**config.mk**
```make
export PLATFORM = sky130hd
export DESIGN_NAME = uart_rx_mon
export DESIGN_NICKNAME = d
export VERILOG_FILES = /design/src/rtl/uart_rx_mon.sv
export SDC_FILE = /design/constraint.sdc
export NUM_CORES = 1
export LEC_CHECK = 0
export CORE_MARGIN = 2
export CORE_UTILIZATION = 59
export CTS_CLUSTER_SIZE = 30
export DETAILED_ROUTE_END_ITERATION = 12
export GPL_TIMING_DRIVEN = 0
export PLACE_DENSITY = 0.88
export SLEW_MARGIN = 20
export SYNTH_ARGS = -nofsm -noshare
export SYNTH_HDL_FRONTEND = slang
export SYNTH_SLANG_ARGS = --single-unit
```
**constraint.sdc**
```tcl
create_clock -name clk_100M -period 3.4 [get_ports clk_100M]
set_clock_uncertainty 0.05 [all_clocks]
set_input_delay 0.34 -clock clk_100M [delete_from_list [all_inputs] [get_ports clk_100M]]
set_output_delay 0.34 -clock clk_100M [all_outputs]
set_load 0.02 [all_outputs]
```
**src/rtl/uart_rx_mon.sv**
```systemverilog
`timescale 1ns/1ps
// uart_rx_mon: oversampling UART receiver with a character FIFO and sticky status.
// Frame format: 1 start bit, DATA_BITS data bits sent LSB first, an optional
// parity bit, and STOP_BITS stop bits. Each received character is stored in
// the FIFO together with its framing-error and parity-error flags.
// Optional build macro: UART_RX_MON_BREAK_DET_EN adds the brk output and
// break-condition handling.
module uart_rx_mon #(
  parameter int CLK_HZ     = 100000000,
  parameter int BAUDRATE   = 115200,
  parameter int DATA_BITS  = 8,
  parameter int PARITY     = 0,
  parameter int STOP_BITS  = 1,
  parameter int FIFO_DEPTH = 8,
  parameter int CNT_W      = 16
) (
  input  logic                 clk_100M,
  input  logic                 ck_rst_n,
  input  logic                 rxd,
  output logic [DATA_BITS-1:0] rx_data,
  output logic                 rx_ferr,
  output logic                 rx_perr,
  output logic                 rx_valid,
  input  logic                 rx_ready,
  output logic                 ovr,
  input  logic                 clr,
  output logic [CNT_W-1:0]     frame_cnt,
  output logic                 busy
`ifdef UART_RX_MON_BREAK_DET_EN
  ,
  output logic                 brk
`endif
);

  // Clock cycles per bit, rounded to the nearest integer.
  localparam int DIV = (CLK_HZ + BAUDRATE / 2) / BAUDRATE;
  localparam int TW  = $clog2(DIV);
  localparam logic [TW-1:0] HALF     = TW'(DIV / 2);
  localparam logic [TW-1:0] LAST_CNT = TW'(DIV - 1);
  localparam logic [3:0] LAST_DBIT   = 4'(DATA_BITS - 1);
  localparam logic [3:0] LAST_SBIT   = 4'(STOP_BITS - 1);
  localparam logic       PAR_ODD     = (PARITY == 1);
  localparam int AW = $clog2(FIFO_DEPTH);
  localparam int EW = DATA_BITS + 2;

  typedef enum logic [2:0] {
    S_IDLE,
    S_START,
    S_DATA,
    S_PAR,
    S_STOP,
`ifdef UART_RX_MON_BREAK_DET_EN
    S_BRK,
`endif
    S_PUSH
  } state_t;

  state_t               state;
  logic                 sync1;
  logic                 rxs;
  logic                 rxs_d;
  logic [TW-1:0]        timer;
  logic                 sample;
  logic [3:0]           bit_idx;
  logic [DATA_BITS-1:0] shreg;
  logic                 ferr_r;
  logic                 perr_r;
  logic                 par_err;
`ifdef UART_RX_MON_BREAK_DET_EN
  logic                 all_zero;
  logic                 brk_r;
`endif

  logic [EW-1:0]        mem [FIFO_DEPTH];
  logic [AW:0]          wr_ptr;
  logic [AW:0]          rd_ptr;
  logic                 fifo_full;
  logic                 fifo_empty;
  logic                 push_req;
  logic                 push_ok;
  logic                 pop;
  logic [EW-1:0]        head;

  // Two-flop synchroniser plus one delayed copy for falling-edge detection.
  always_ff @(posedge clk_100M) begin
    if (!ck_rst_n) begin
      sync1 <= 1'b1;
      rxs   <= 1'b1;
      rxs_d <= 1'b1;
    end else begin
      sync1 <= rxd;
      rxs   <= sync1;
      rxs_d <= rxs;
    end
  end

  // Bit timer: held at zero while idle, free-running 0..DIV-1 inside a frame.
  always_ff @(posedge clk_100M) begin
    if (!ck_rst_n || state == S_IDLE) begin
      timer <= '0;
    end else if (timer == LAST_CNT) begin
      timer <= '0;
    end else begin
      timer <= timer + TW'(1);
    end
  end

  assign sample = (timer == HALF);

  // Received parity mismatch: XOR over data plus parity bit must be 1 (odd) or 0 (even).
  assign par_err = PAR_ODD ? ~(^shreg ^ rxs) : (^shreg ^ rxs);

  // Frame decoder FSM.
  always_ff @(posedge clk_100M) begin
    if (!ck_rst_n) begin
      state   <= S_IDLE;
      bit_idx <= '0;
      shreg   <= '0;
      ferr_r  <= 1'b0;
      perr_r  <= 1'b0;
`ifdef UART_RX_MON_BREAK_DET_EN
      all_zero <= 1'b0;
      brk_r    <= 1'b0;
`endif
    end else begin
      case (state)
        S_IDLE: begin
          if (rxs_d && !rxs) begin
            state <= S_START;
          end
        end
        S_START: begin
          if (sample) begin
            if (rxs) begin
              state <= S_IDLE;
            end else begin
              state   <= S_DATA;
              bit_idx <= '0;
              ferr_r  <= 1'b0;
              perr_r  <= 1'b0;
`ifdef UART_RX_MON_BREAK_DET_EN
              all_zero <= 1'b1;
`endif
            end
          end
        end
        S_DATA: begin
          if (sample) begin
            shreg <= {rxs, shreg[DATA_BITS-1:1]};
`ifdef UART_RX_MON_BREAK_DET_EN
            all_zero <= all_zero & ~rxs;
`endif
            if (bit_idx == LAST_DBIT) begin
              bit_idx <= '0;
              state   <= (PARITY != 0) ? S_PAR : S_STOP;
            end else begin
              bit_idx <= bit_idx + 4'd1;
            end
          end
        end
        S_PAR: begin
          if (sample) begin
            perr_r <= par_err;
`ifdef UART_RX_MON_BREAK_DET_EN
            all_zero <= all_zero & ~rxs;
`endif
            state <= S_STOP;
          end
        end
        S_STOP: begin
          if (sample) begin
            if (!rxs) begin
              ferr_r <= 1'b1;
            end
`ifdef UART_RX_MON_BREAK_DET_EN
            all_zero <= all_zero & ~rxs;
`endif
            if (bit_idx == LAST_SBIT) begin
              state <= S_PUSH;
`ifdef UART_RX_MON_BREAK_DET_EN
              // Break decision is registered on entry to PUSH so brk is high during PUSH.
              brk_r <= all_zero & ~rxs;
`endif
            end else begin
              bit_idx <= bit_idx + 4'd1;
            end
          end
        end
        S_PUSH: begin
`ifdef UART_RX_MON_BREAK_DET_EN
          brk_r <= 1'b0;
          state <= brk_r ? S_BRK : S_IDLE;
`else
          state <= S_IDLE;
`endif
        end
`ifdef UART_RX_MON_BREAK_DET_EN
        S_BRK: begin
          if (rxs) begin
            state <= S_IDLE;
          end
        end
`endif
        default: state <= S_IDLE;
      endcase
    end
  end

  assign busy = (state != S_IDLE);
`ifdef UART_RX_MON_BREAK_DET_EN
  assign brk      = brk_r;
  assign push_req = (state == S_PUSH) && !brk_r;
`else
  assign push_req = (state == S_PUSH);
`endif

  assign fifo_empty = (wr_ptr == rd_ptr);
  assign fifo_full  = (wr_ptr[AW] != rd_ptr[AW]) &&
                      (wr_ptr[AW-1:0] == rd_ptr[AW-1:0]);
  assign pop        = rx_valid && rx_ready;
  // A same-cycle pop frees the slot the push lands in, so a full FIFO still accepts.
  assign push_ok    = push_req && (!fifo_full || pop);

  // FIFO storage; contents need no reset because the outputs are gated by rx_valid.
  always_ff @(posedge clk_100M) begin
    if (push_ok) begin
      mem[wr_ptr[AW-1:0]] <= {shreg, ferr_r, perr_r};
    end
  end

  // FIFO pointers, wrapping naturally with one extra bit for full/empty.
  always_ff @(posedge clk_100M) begin
    if (!ck_rst_n) begin
      wr_ptr <= '0;
      rd_ptr <= '0;
    end else begin
      if (push_ok) begin
        wr_ptr <= wr_ptr + (AW+1)'(1);
      end
      if (pop) begin
        rd_ptr <= rd_ptr + (AW+1)'(1);
      end
    end
  end

  // Sticky overrun flag and frame counter; clr wins over a same-cycle update.
  always_ff @(posedge clk_100M) begin
    if (!ck_rst_n) begin
      ovr       <= 1'b0;
      frame_cnt <= '0;
    end else if (clr) begin
      ovr       <= 1'b0;
      frame_cnt <= '0;
    end else begin
      if (push_req && fifo_full && !pop) begin
        ovr <= 1'b1;
      end
      if (state == S_PUSH) begin
        frame_cnt <= frame_cnt + CNT_W'(1);
      end
    end
  end

  assign head     = mem[rd_ptr[AW-1:0]];
  assign rx_valid = !fifo_empty;
  assign rx_data  = rx_valid ? head[EW-1:2] : '0;
  assign rx_ferr  = rx_valid ? head[1] : 1'b0;
  assign rx_perr  = rx_valid ? head[0] : 1'b0;

endmodule

```
==> results.toml <==
[critical_path]
timing_worst_setup_path_type = "reg -> out"
crit_arrival_ps = 2730
required_ps = 3010
crit_chain = "xnor2_1 -> and3_1 -> and2_1 -> clkbuf_2 -> nor2_1 -> clkdlybuf4s50_1"
start_kind = "register"
cp_max_fo = 10
cp_slowest_cell = "clkdlybuf4s50_1"
worst_setup_path_end_kind = "output pin"
cpPeakStageDelay_ps = 620

[grt]
grt_max_degree = 17
track_usage_pct = 23.7
overflow = 0
grt_antenna_before_repair = 0
grt_first_pass_wirelength_mm = 18.2
grt_pass1_vias = 3520

[power_and_ir_drop]
p_per_area_nw_per_um2 = 539
vdd_drop_max_mv = 0.297
power_mw = 3.77
leakagePower_nw = 2.40

[logic_synthesis]
synth.net_count = 442
synth_flop_cell = "edfxtp_1"
ys_warn_count = 0
async_flop_share_pct = 0
synthCells = 430
yosysTopAreaCell = "edfxtp_1"
yosysSeqAreaShare_pct = 61.6
ys_ff_latch = 138
synth_top_cell_area_share_pct = 41.5
synth_area_sq_um = 5790
ys_types = 46
synth_edf_count = 80
synth.area.top_cells = "edfxtp_1 (42%), dfxtp_1 (20%), mux4_2 (7.8%)"
syn_avg_cell_area_sq_um = 13.5

[worst_hold_path]
hold_class = "in -> reg"

[sta]
hold_viol_final = 0
tightest_slew_ps = 805
rsz0062_at_grt = "no"
max_freq_mhz = 321
slew_headroom_pct = 46.2
period_minus_slack_ps = 3120
setup_viol = 0
period_share_pct = 91.7
layout_setup_ws_ps = 283
drv_slew = 0

[floorplanning]
die_w_um = 103
io-pin-count = 34
fp-row-count = 36
coreArea_sq_um = 9640
fp.dieH_um = 103
start_util_pct = 60.0
fp.dieArea_sq_um = 10600

[final_layout]
fillCellCount = 612
antennaDiodeCount = 0
drive_gt1_share_pct = 16.6
areaGrowthSynthToFinish_pct = 20.7
fin_nets = 500

[flow_run]
maxCapViolations = 0

[clock_network]
post_cts_buffers = 0
cts_hold_buf = 0
clkSinkCount = 138
root_buffer = "clkbuf_8"
clk_pin_slew_ps = 60
cts_buffer_depth = 2
htreeDepth = 4
cts_buffers = 17
cts_tree = "yes"
clock_latency_ps = 530

[routing]
vias_per_cell = 5.63
drt_wl_total_mm = 11.8
wl_per_cell_um = 18.6
drc = 0
first_iter_violations = 164
drtAntennaViolNets = 0
vias = 3568
drtPass1Iterations = 4

[placed_design]
dp_slack_ps = 505
gp_congestion = 0.839
numPortBuffers = 33
dp_hpwl_mm = 7.55

[outcome]
status = "completed"
[cell families (layout without fill, tap and decap cells)]
logic type,after synthesis,in the layout,share of synthesized area (%)
compound gates,20,20,2.79
xor+xnor,43,43,6.51
fa+ha+maj,7,7,1.51
buf+inv,29,100,2.12
flops,138,138,61.6
mux,43,43,11.8
simple gates,150,150,13.7
[metal layers]
layer / GRT usage [%] / wire [um] / up-vias
met5: 0 / 0 / -
met1: 28.6 / 4690 / 1761
li1: - / - / 1679
met4: 12.2 / 332 / 0
met3: 5.22 / 514 / 26
met2: 40.1 / 6230 / 102
[cell usage in the layout (no fill, tap or decap), types with 8 or more instances in the layout]
| cell | netlist | final |
|---|---|---|
| nand3_1 | 12 | 12 |
| dfxtp_1 | 58 | 58 |
| clkbuf_16 | 0 | 16 |
| nor2b_1 | 13 | 13 |
| xor2_1 | 14 | 14 |
| and2_1 | 9 | 9 |
| nand2_1 | 19 | 19 |
| nor2_1 | 46 | 46 |
| mux4_2 | 20 | 20 |
| edfxtp_1 | 80 | 80 |
| clkdlybuf4s50_1 | 0 | 33 |
| nand4_1 | 8 | 8 |
| mux2i_1 | 23 | 23 |
| inv_1 | 10 | 10 |
| xnor2_1 | 29 | 29 |
[cell usage after synthesis (all sizes together) (3+ instances only)]
cell type  number
edfxtp         80
dfxtp          58
nor2           46
xnor2          29
mux2i          23
mux4           20
nand2          19
xor2           14
nor2b          13
nand3          12
clkbuf         10
inv            10
and2            9
buf             9
nand4           8
ha              7
nand2b          7
nor3            7
nor3b           6
a21boi          5
and3            4
nand3b          4
nor4            4
o21a            3
or2             3
[worst max-delay path: cells and delay by family (launching register included)]
kind,cells,cell delay [ps]
buf+inv,2,830
simple gates,3,630
flops,1,610
xor+xnor,1,130
[timing repair]
| item | CTS | global route |
|---|---|---|
| endpoints found under the setup margin | 10 | 10 |
| endpoints found under the hold margin | 0 | 0 |
| resized for setup | 2 | 2 |
[flip-flops by register name, summed over array words and instances (netlist names), 3 cells and up, named ones only]
| name | flops |
|---|---|
| shreg | 8 |
| mem | 80 |
| bit_idx | 4 |
| frame_cnt | 16 |
| timer | 10 |
| state | 3 |
| wr_ptr | 4 |
| rd_ptr | 4 |
[metrics by stage]
step                utilization, %  std cells  cell area [sq um]  TNS [ps]  hold slack [ps]
floorplan                        -        430               5790         0              336
global placement              65.2        596               6280     -1440              340
detailed placement            66.2        603               6380         0              355
CTS                           72.5        634               6980         0              327
global route                  72.5        634               6990         0              353
finish                        72.5        634               6990         0              341
[where the power goes]
part	total, mW	switching [mW]	internal [mW]
Sequential	1.76	0.00493	1.75
Combinational	0.0982	0.0599	0.0384
Clock	1.91	0.709	1.20
[cell type report]
type	count	area, sq um	area share (%)
sequential	138	3560	51.0
multi-input combinational	263	2140	30.7
clock buffer	18	418	5.98
timing repair buffer	40	383	5.48
clock inverter	14	190	2.72
tap	133	166	2.38
buffer	18	85.1	1.22
inverter	10	37.5	0.537
[path summary, 6_finish.rpt]
check	slack, ps	end	cells past startpoint	from
worst max-delay path	280	rx_data[7]	6	wr_ptr[2]
worst min-delay path	340	sync1	2	rxd
worst max register to register	430	mem[6][5]	7	state[0]
worst min register to register	360	rxs	1	sync1
(Power assumes the default switching activity.)
